File: src/rtl/ln_pkg.sv
// Shared types and defaults for the layer-norm frame packer: state encoding,
// default frame geometry and the beat count of one frame.
package ln_pkg;

   localparam int DEF_DATA_WIDTH = 16;
   localparam int DEF_SEQ_LEN    = 8;
   localparam int DEF_EMB_DIM    = 8;

   typedef enum logic [2:0] {
      S_IDLE,
      S_GAMMA,
      S_BETA,
      S_DATA,
      S_START,
      S_WAIT
   } ln_pack_state_t;

   // Gamma and beta vectors followed by the full activation matrix
   function automatic int frame_beats(input int seq_len, input int emb_dim);
      return 2 * emb_dim + seq_len * emb_dim;
   endfunction

endpackage

File: src/rtl/ln_frame_packer.sv
// Assembles gamma, beta and the activation matrix from a beat-serial stream,
// starts the LN engine and holds the packed buses until its done is seen.
module ln_frame_packer
   import ln_pkg::*;
#(
   parameter int DATA_WIDTH = DEF_DATA_WIDTH,
   parameter int SEQ_LEN    = DEF_SEQ_LEN,
   parameter int EMB_DIM    = DEF_EMB_DIM
) (
   input  logic                                  clk,
   input  logic                                  rst_n,
   input  logic                                  s_valid,
   output logic                                  s_ready,
   input  logic [DATA_WIDTH-1:0]                 s_data,
   input  logic                                  s_last,
   output logic                                  ln_start,
   input  logic                                  ln_done,
   output logic [DATA_WIDTH*SEQ_LEN*EMB_DIM-1:0] ln_x,
   output logic [DATA_WIDTH*EMB_DIM-1:0]         ln_gamma,
   output logic [DATA_WIDTH*EMB_DIM-1:0]         ln_beta,
   output logic                                  busy,
   output logic                                  err_len,
   output logic [15:0]                           frame_cnt
);

   localparam int COL_W = (EMB_DIM > 1) ? $clog2(EMB_DIM) : 1;
   localparam int ROW_W = (SEQ_LEN > 1) ? $clog2(SEQ_LEN) : 1;
   localparam logic [COL_W-1:0] COL_LAST = COL_W'(EMB_DIM - 1);
   localparam logic [ROW_W-1:0] ROW_LAST = ROW_W'(SEQ_LEN - 1);

   ln_pack_state_t   state;
   ln_pack_state_t   state_nxt;
   logic [COL_W-1:0] col;
   logic [ROW_W-1:0] row;
   logic             beat_acc;
   logic             col_wrap;
   logic             frame_end;
   logic             early_last;

   assign beat_acc   = s_valid && s_ready;
   assign col_wrap   = (col == COL_LAST);
   assign frame_end  = (state == S_DATA) && col_wrap && (row == ROW_LAST);
   assign early_last = beat_acc && s_last && !frame_end;

   always_ff @(posedge clk or negedge rst_n) begin
      if (!rst_n) begin
         state <= S_IDLE;
      end else begin
         state <= state_nxt;
      end
   end

   // A premature s_last abandons the frame and restarts at gamma[0]
   always_comb begin
      state_nxt = state;
      case (state)
         S_IDLE:  state_nxt = S_GAMMA;
         S_GAMMA: begin
            if (beat_acc) begin
               if (s_last)        state_nxt = S_GAMMA;
               else if (col_wrap) state_nxt = S_BETA;
            end
         end
         S_BETA: begin
            if (beat_acc) begin
               if (s_last)        state_nxt = S_GAMMA;
               else if (col_wrap) state_nxt = S_DATA;
            end
         end
         S_DATA: begin
            if (beat_acc) begin
               if (frame_end)   state_nxt = S_START;
               else if (s_last) state_nxt = S_GAMMA;
            end
         end
         S_START: state_nxt = S_WAIT;
         S_WAIT:  if (ln_done) state_nxt = S_GAMMA;
         default: state_nxt = S_IDLE;
      endcase
   end

   always_comb begin
      s_ready  = 1'b0;
      ln_start = 1'b0;
      busy     = 1'b0;
      case (state)
         S_GAMMA, S_BETA, S_DATA: s_ready = 1'b1;
         S_START: begin
            ln_start = 1'b1;
            busy     = 1'b1;
         end
         S_WAIT:  busy = 1'b1;
         default: ;
      endcase
   end

   // Buffers double as the output buses; they only change while s_ready is high
   always_ff @(posedge clk or negedge rst_n) begin
      if (!rst_n) begin
         col       <= '0;
         row       <= '0;
         ln_x      <= '0;
         ln_gamma  <= '0;
         ln_beta   <= '0;
         err_len   <= 1'b0;
         frame_cnt <= '0;
      end else begin
         err_len <= 1'b0;
         if (state == S_START) begin
            frame_cnt <= frame_cnt + 16'd1;
         end
         if (state == S_WAIT && ln_done) begin
            col <= '0;
            row <= '0;
         end
         if (beat_acc) begin
            if (state == S_GAMMA) begin
               ln_gamma[int'(col)*DATA_WIDTH +: DATA_WIDTH] <= s_data;
            end else if (state == S_BETA) begin
               ln_beta[int'(col)*DATA_WIDTH +: DATA_WIDTH] <= s_data;
            end else begin
               ln_x[(int'(row)*EMB_DIM + int'(col))*DATA_WIDTH +: DATA_WIDTH] <= s_data;
            end
            if (early_last) begin
               col     <= '0;
               row     <= '0;
               err_len <= 1'b1;
            end else begin
               col <= col_wrap ? '0 : col + 1'b1;
               if (state == S_DATA && col_wrap) begin
                  row <= (row == ROW_LAST) ? '0 : row + 1'b1;
               end
               if (frame_end && !s_last) begin
                  err_len <= 1'b1;
               end
            end
         end
      end
   end

endmodule

File: config.mk
export PLATFORM = sky130hd
export DESIGN_NAME = ln_frame_packer
export DESIGN_NICKNAME = d
export VERILOG_FILES = /design/src/rtl/ln_pkg.sv /design/src/rtl/ln_frame_packer.sv
export SDC_FILE = /design/constraint.sdc
export NUM_CORES = 2
export LEC_CHECK = 0
export CORE_AREA = 2 2 510 512
export CTS_CLUSTER_DIAMETER = 30
export DETAILED_ROUTE_END_ITERATION = 6
export DIE_AREA = 0 0 512 514
export GPL_ROUTABILITY_DRIVEN = 0
export SYNTH_ARGS = -nofsm -noshare
export SYNTH_HDL_FRONTEND = slang
export SYNTH_SLANG_ARGS = --single-unit
export TNS_END_PERCENT = 30
File: constraint.sdc
create_clock -name clk -period 4.3 [get_ports clk]
set_clock_uncertainty 0.15 [all_clocks]
set_input_delay 0.86 -clock clk [delete_from_list [all_inputs] [get_ports clk]]
set_output_delay 0.86 -clock clk [all_outputs]
set_load 0.005 [all_outputs]
==> flow_summary.json <==
{
  "chipWidth_um": 512,
  "die_area_mm2": 0.263,
  "numCtsBuffers": 332,
  "clock_tree.htree_level_count": 5,
  "grt-ovfl-total": 0,
  "timing.hold.worst.class": "input pin to register",
  "post-place-ws_ns": 0.185,
  "total_switching_power_mw": 12.9,
  "max_stage_delay_ns": 0.89,
  "synthesis.instances": 4575,
  "placed_area_mm2": 0.0697,
  "transition_time_of_the_tightest_slew_check_pin_ns": 1.14,
  "grt_util_all_layers_pct": 21.7,
  "met1_length_um": 109000,
  "grt_first_pass_wirelength_um": 398000,
  "routed_via_density": 4.57,
  "wl_met3_um": 30400,
  "highest-signal-layer": "met5",
  "clockPowerShare_pct": 58.1,
  "wl_met2_um": 141000,
  "dr.pass1.iters": 6,
  "start_kind": "register",
  "insertion_delay_ns": 0.88,
  "cell_with_the_biggest_individual_delay_on_the_critical_path": "sky130_fd_sc_hd__nor4_2",
  "worstSetupPathType": "register to register",
  "hold_viol_final": 0,
  "postSynth.asyncResetShare_pct": 100,
  "final.fill_count": 25900,
  "ioPinCount": 1321,
  "finalWirelength_um": 295000,
  "path_cells": "inv_1, ha_2, ha_1, nand2b_1, nor4_2, nand2_1, o21ai_0",
  "clk_pin_slew_worst_paths_ns": 0.04,
  "postSynthRegisterBits": 1306,
  "tritoncts_num_sinks": 1306,
  "critical-path-top-delay-family": "simple AND/OR/NAND/NOR gates",
  "crit-reg2reg-launch": "col[0]",
  "slew_headroom_pct": 23.9,
  "setup_viol_count_final": 0,
  "power.combinational.fraction_pct": 13.3,
  "run_status": "completed",
  "min_period_over_period_pct": 93.3,
  "syn2layout_area_growth_pct": 57.5,
  "detail-route-antenna-nets": 0,
  "crit_path_start": "col[0]",
  "synth-edff-count": 0,
  "floorplan.initialDensity_pct": 20.1,
  "sw_frac_of_total_pct": 28.7,
  "clock_tree.root_cell": "sky130_fd_sc_hd__clkbuf_16",
  "multiInputGateArea_mm2": 0.0176,
  "postSynthNetCount": 4608,
  "crit_arrival_ns": 4.60,
  "timing.critical_path.fanout_max": 16,
  "maxClockFrequency_mhz": 249,
  "fin_ws_ns": 0.287,
  "io_buffer_count": 1320,
  "fp.dieH_um": 514,
  "yosysWarnings": 0,
  "route.vias.total": 44800,
  "power-per-cell-area_mw_per_mm2": 550,
  "tritoncts": "built",
  "final.min_clock_period_ns": 4.01,
  "synth.lib_cells_used.distinct": 64,
  "cts_hold_buf": 1,
  "grt_setup_unrepaired": "no",
  "power_leakage_nw": 35.4,
  "power_report.internal_total_mw": 32.0,
  "ys_seq_area_share_pct": 63.1,
  "coreArea_mm2": 0.258,
  "critical_path.endpoint_type": "register",
  "layout-drive-gt1-share_pct": 20.9,
  "final_max_slew_viol_count": 0,
  "synthesis.area_per_instance_um2": 11.3,
  "crit_buf_inv": 1,
  "ctsResizeCount": 0,
  "finalHoldWorstSlack_ns": 0.301,
  "clock_tree.buffer_depth": 4,
  "routed_wire_length_per_instance_um": 30.1,
  "synth_top_flop_cell": "sky130_fd_sc_hd__dfrtp_1",
  "final_design_area_no_fill_mm2": 0.0816,
  "std_cell_rows": 187,
  "cts_setup_buffers": 0,
  "grt_pass1_vias": 46300,
  "drt_iter0_markers": 3656,
  "grt_start_max_net_pins": 118,
  "antenna_found_initial": 25,
  "seq_power_share_pct": 28.7,
  "cap_violations": 0,
  "totalNegativeSetupSlack_ns": 0,
  "drc_errors": 0,
  "syn-cell-area_mm2": 0.0518,
  "number_of_nets_in_the_final_layout": 6134,
  "largest_vdd_supply_drop_mv": 0.502,
  "register_area_mm2": 0.0327,
  "timing.critical_path.required_ns": 4.89,
  "power_mw": 44.9,
  "hpwl_dp_um": 217000,
  "hold_path.startpoint": "s_data[9]"
}
==> registers in the layout, indices dropped and copies added, names as in the netlist <==
register	cells
state	3
frame_cnt	16
err_len	1
ln_beta	128
col	3
ln_x	1024
ln_gamma	128
row	3
==> cells in the mapped netlist, types with 16 or more instances <==
library cell,n,area [um^2]
sky130_fd_sc_hd__buf_2,72,360
sky130_fd_sc_hd__nand2_1,984,3690
sky130_fd_sc_hd__and3_1,37,231
sky130_fd_sc_hd__nor3_1,16,80.1
sky130_fd_sc_hd__nand4_1,34,213
sky130_fd_sc_hd__dfrtp_1,1306,32700
sky130_fd_sc_hd__buf_1,17,63.8
sky130_fd_sc_hd__o21ai_0,693,3470
sky130_fd_sc_hd__o21ai_1,49,245
sky130_fd_sc_hd__and2_1,64,400
sky130_fd_sc_hd__mux2i_1,46,460
sky130_fd_sc_hd__o31ai_1,145,1090
sky130_fd_sc_hd__nor2_1,94,353
sky130_fd_sc_hd__o41ai_1,16,140
sky130_fd_sc_hd__clkbuf_1,233,875
sky130_fd_sc_hd__mux2_2,466,5250
sky130_fd_sc_hd__inv_1,65,244
sky130_fd_sc_hd__nand3_1,99,495
==> worst paths after layout <==
kind / to / slack, ns / cells after the start
max: ln_x[65] / 0.29 / 7
min: ln_x[825] / 0.30 / 3
max reg2reg: ln_x[65] / 0.29 / 7
min reg2reg: ln_x[279] / 0.32 / 2
max in group asynchronous: ln_x[966] / 2.05 / 3
min in group asynchronous: ln_x[975] / 0.50 / 2
==> worst min-delay path: cells and delay by family <==
kind | cells | cell delay, ns
and+or+nand+nor | 1 | 0.13
AOI/OAI and AO/OA | 1 | 0.09
buffers and inverters | 1 | 0.19
==> power by group through the flow <==
stage | logic [mW] | clock network [mW] | registers, mW
after floorplan | 2.42 | 0 | 13.0
after global placement | 5.93 | 0 | 13.0
after detailed placement | 6.00 | 0 | 13.0
after CTS | 6.02 | 26.4 | 12.9
after global routing | 6.25 | 27.1 | 12.9
final | 5.95 | 26.0 | 12.9
==> kinds of logic (layout without fill, tap and decap cells) <==
group | count (synthesis) | in the layout | share of synthesized area (%)
and+or+nand+nor | 1395 | 1395 | 12.0
adders and majority gates | 12 | 12 | 0.290
AOI/OAI and AO/OA | 928 | 928 | 9.99
muxes | 514 | 514 | 11.1
buffers and inverters | 403 | 2202 | 3.23
DFF | 1306 | 1306 | 63.1
xor gates and xnor gates | 17 | 17 | 0.317
other | 0 | 15 | 0
==> placed cells by master (no fill, tap or decap), types with 9 or more instances in the layout <==
cell / n
sky130_fd_sc_hd__dfrtp_1: 1305
sky130_fd_sc_hd__mux2i_1: 45
sky130_fd_sc_hd__buf_12: 11
sky130_fd_sc_hd__buf_4: 212
sky130_fd_sc_hd__nor2_1: 86
sky130_fd_sc_hd__diode_2: 15
sky130_fd_sc_hd__o21ai_0: 693
sky130_fd_sc_hd__o21ai_1: 49
sky130_fd_sc_hd__bufinv_16: 41
sky130_fd_sc_hd__o41ai_1: 16
sky130_fd_sc_hd__o31ai_1: 145
sky130_fd_sc_hd__ha_1: 11
sky130_fd_sc_hd__clkinv_2: 47
sky130_fd_sc_hd__mux2_2: 465
sky130_fd_sc_hd__nor3_1: 10
sky130_fd_sc_hd__nor3_2: 11
sky130_fd_sc_hd__nand3_1: 95
sky130_fd_sc_hd__inv_6: 16
sky130_fd_sc_hd__nand2_1: 981
sky130_fd_sc_hd__clkbuf_1: 44
sky130_fd_sc_hd__and3_1: 35
sky130_fd_sc_hd__nand4_1: 34
sky130_fd_sc_hd__and2_1: 64
sky130_fd_sc_hd__clkbuf_16: 335
sky130_fd_sc_hd__xnor2_1: 12
sky130_fd_sc_hd__clkinvlp_4: 27
sky130_fd_sc_hd__clkinv_4: 19
sky130_fd_sc_hd__clkinv_16: 9
sky130_fd_sc_hd__clkdlybuf4s50_1: 1303
sky130_fd_sc_hd__inv_1: 65
sky130_fd_sc_hd__clkbuf_8: 58
==> layer usage <==
metal	vias up	global-route usage, %
met1	22800	24.4
met4	2	9.89
met2	2464	36.3
met3	556	8.41
met5	-	0
li1	18900	-
==> final cells by class <==
cell class	count	area share, %
antenna	15	0.0460
clock buffer	437	11.5
clock inverter	170	2.99
inverter	66	0.304
multi-input combinational	2866	21.6
sequential	1306	40.1
tap	3402	5.22
timing repair buffer	1529	18.3
==> per-stage QoR <==
step | std cells | util [%]
final | 9791 | 31.6
after global routing | 9780 | 31.6
after CTS | 9776 | 31.6
after detailed placement | 9168 | 27.0
after global placement | 9168 | 27.0
after floorplan | 4575 | -
(Power assumes the default switching activity.)
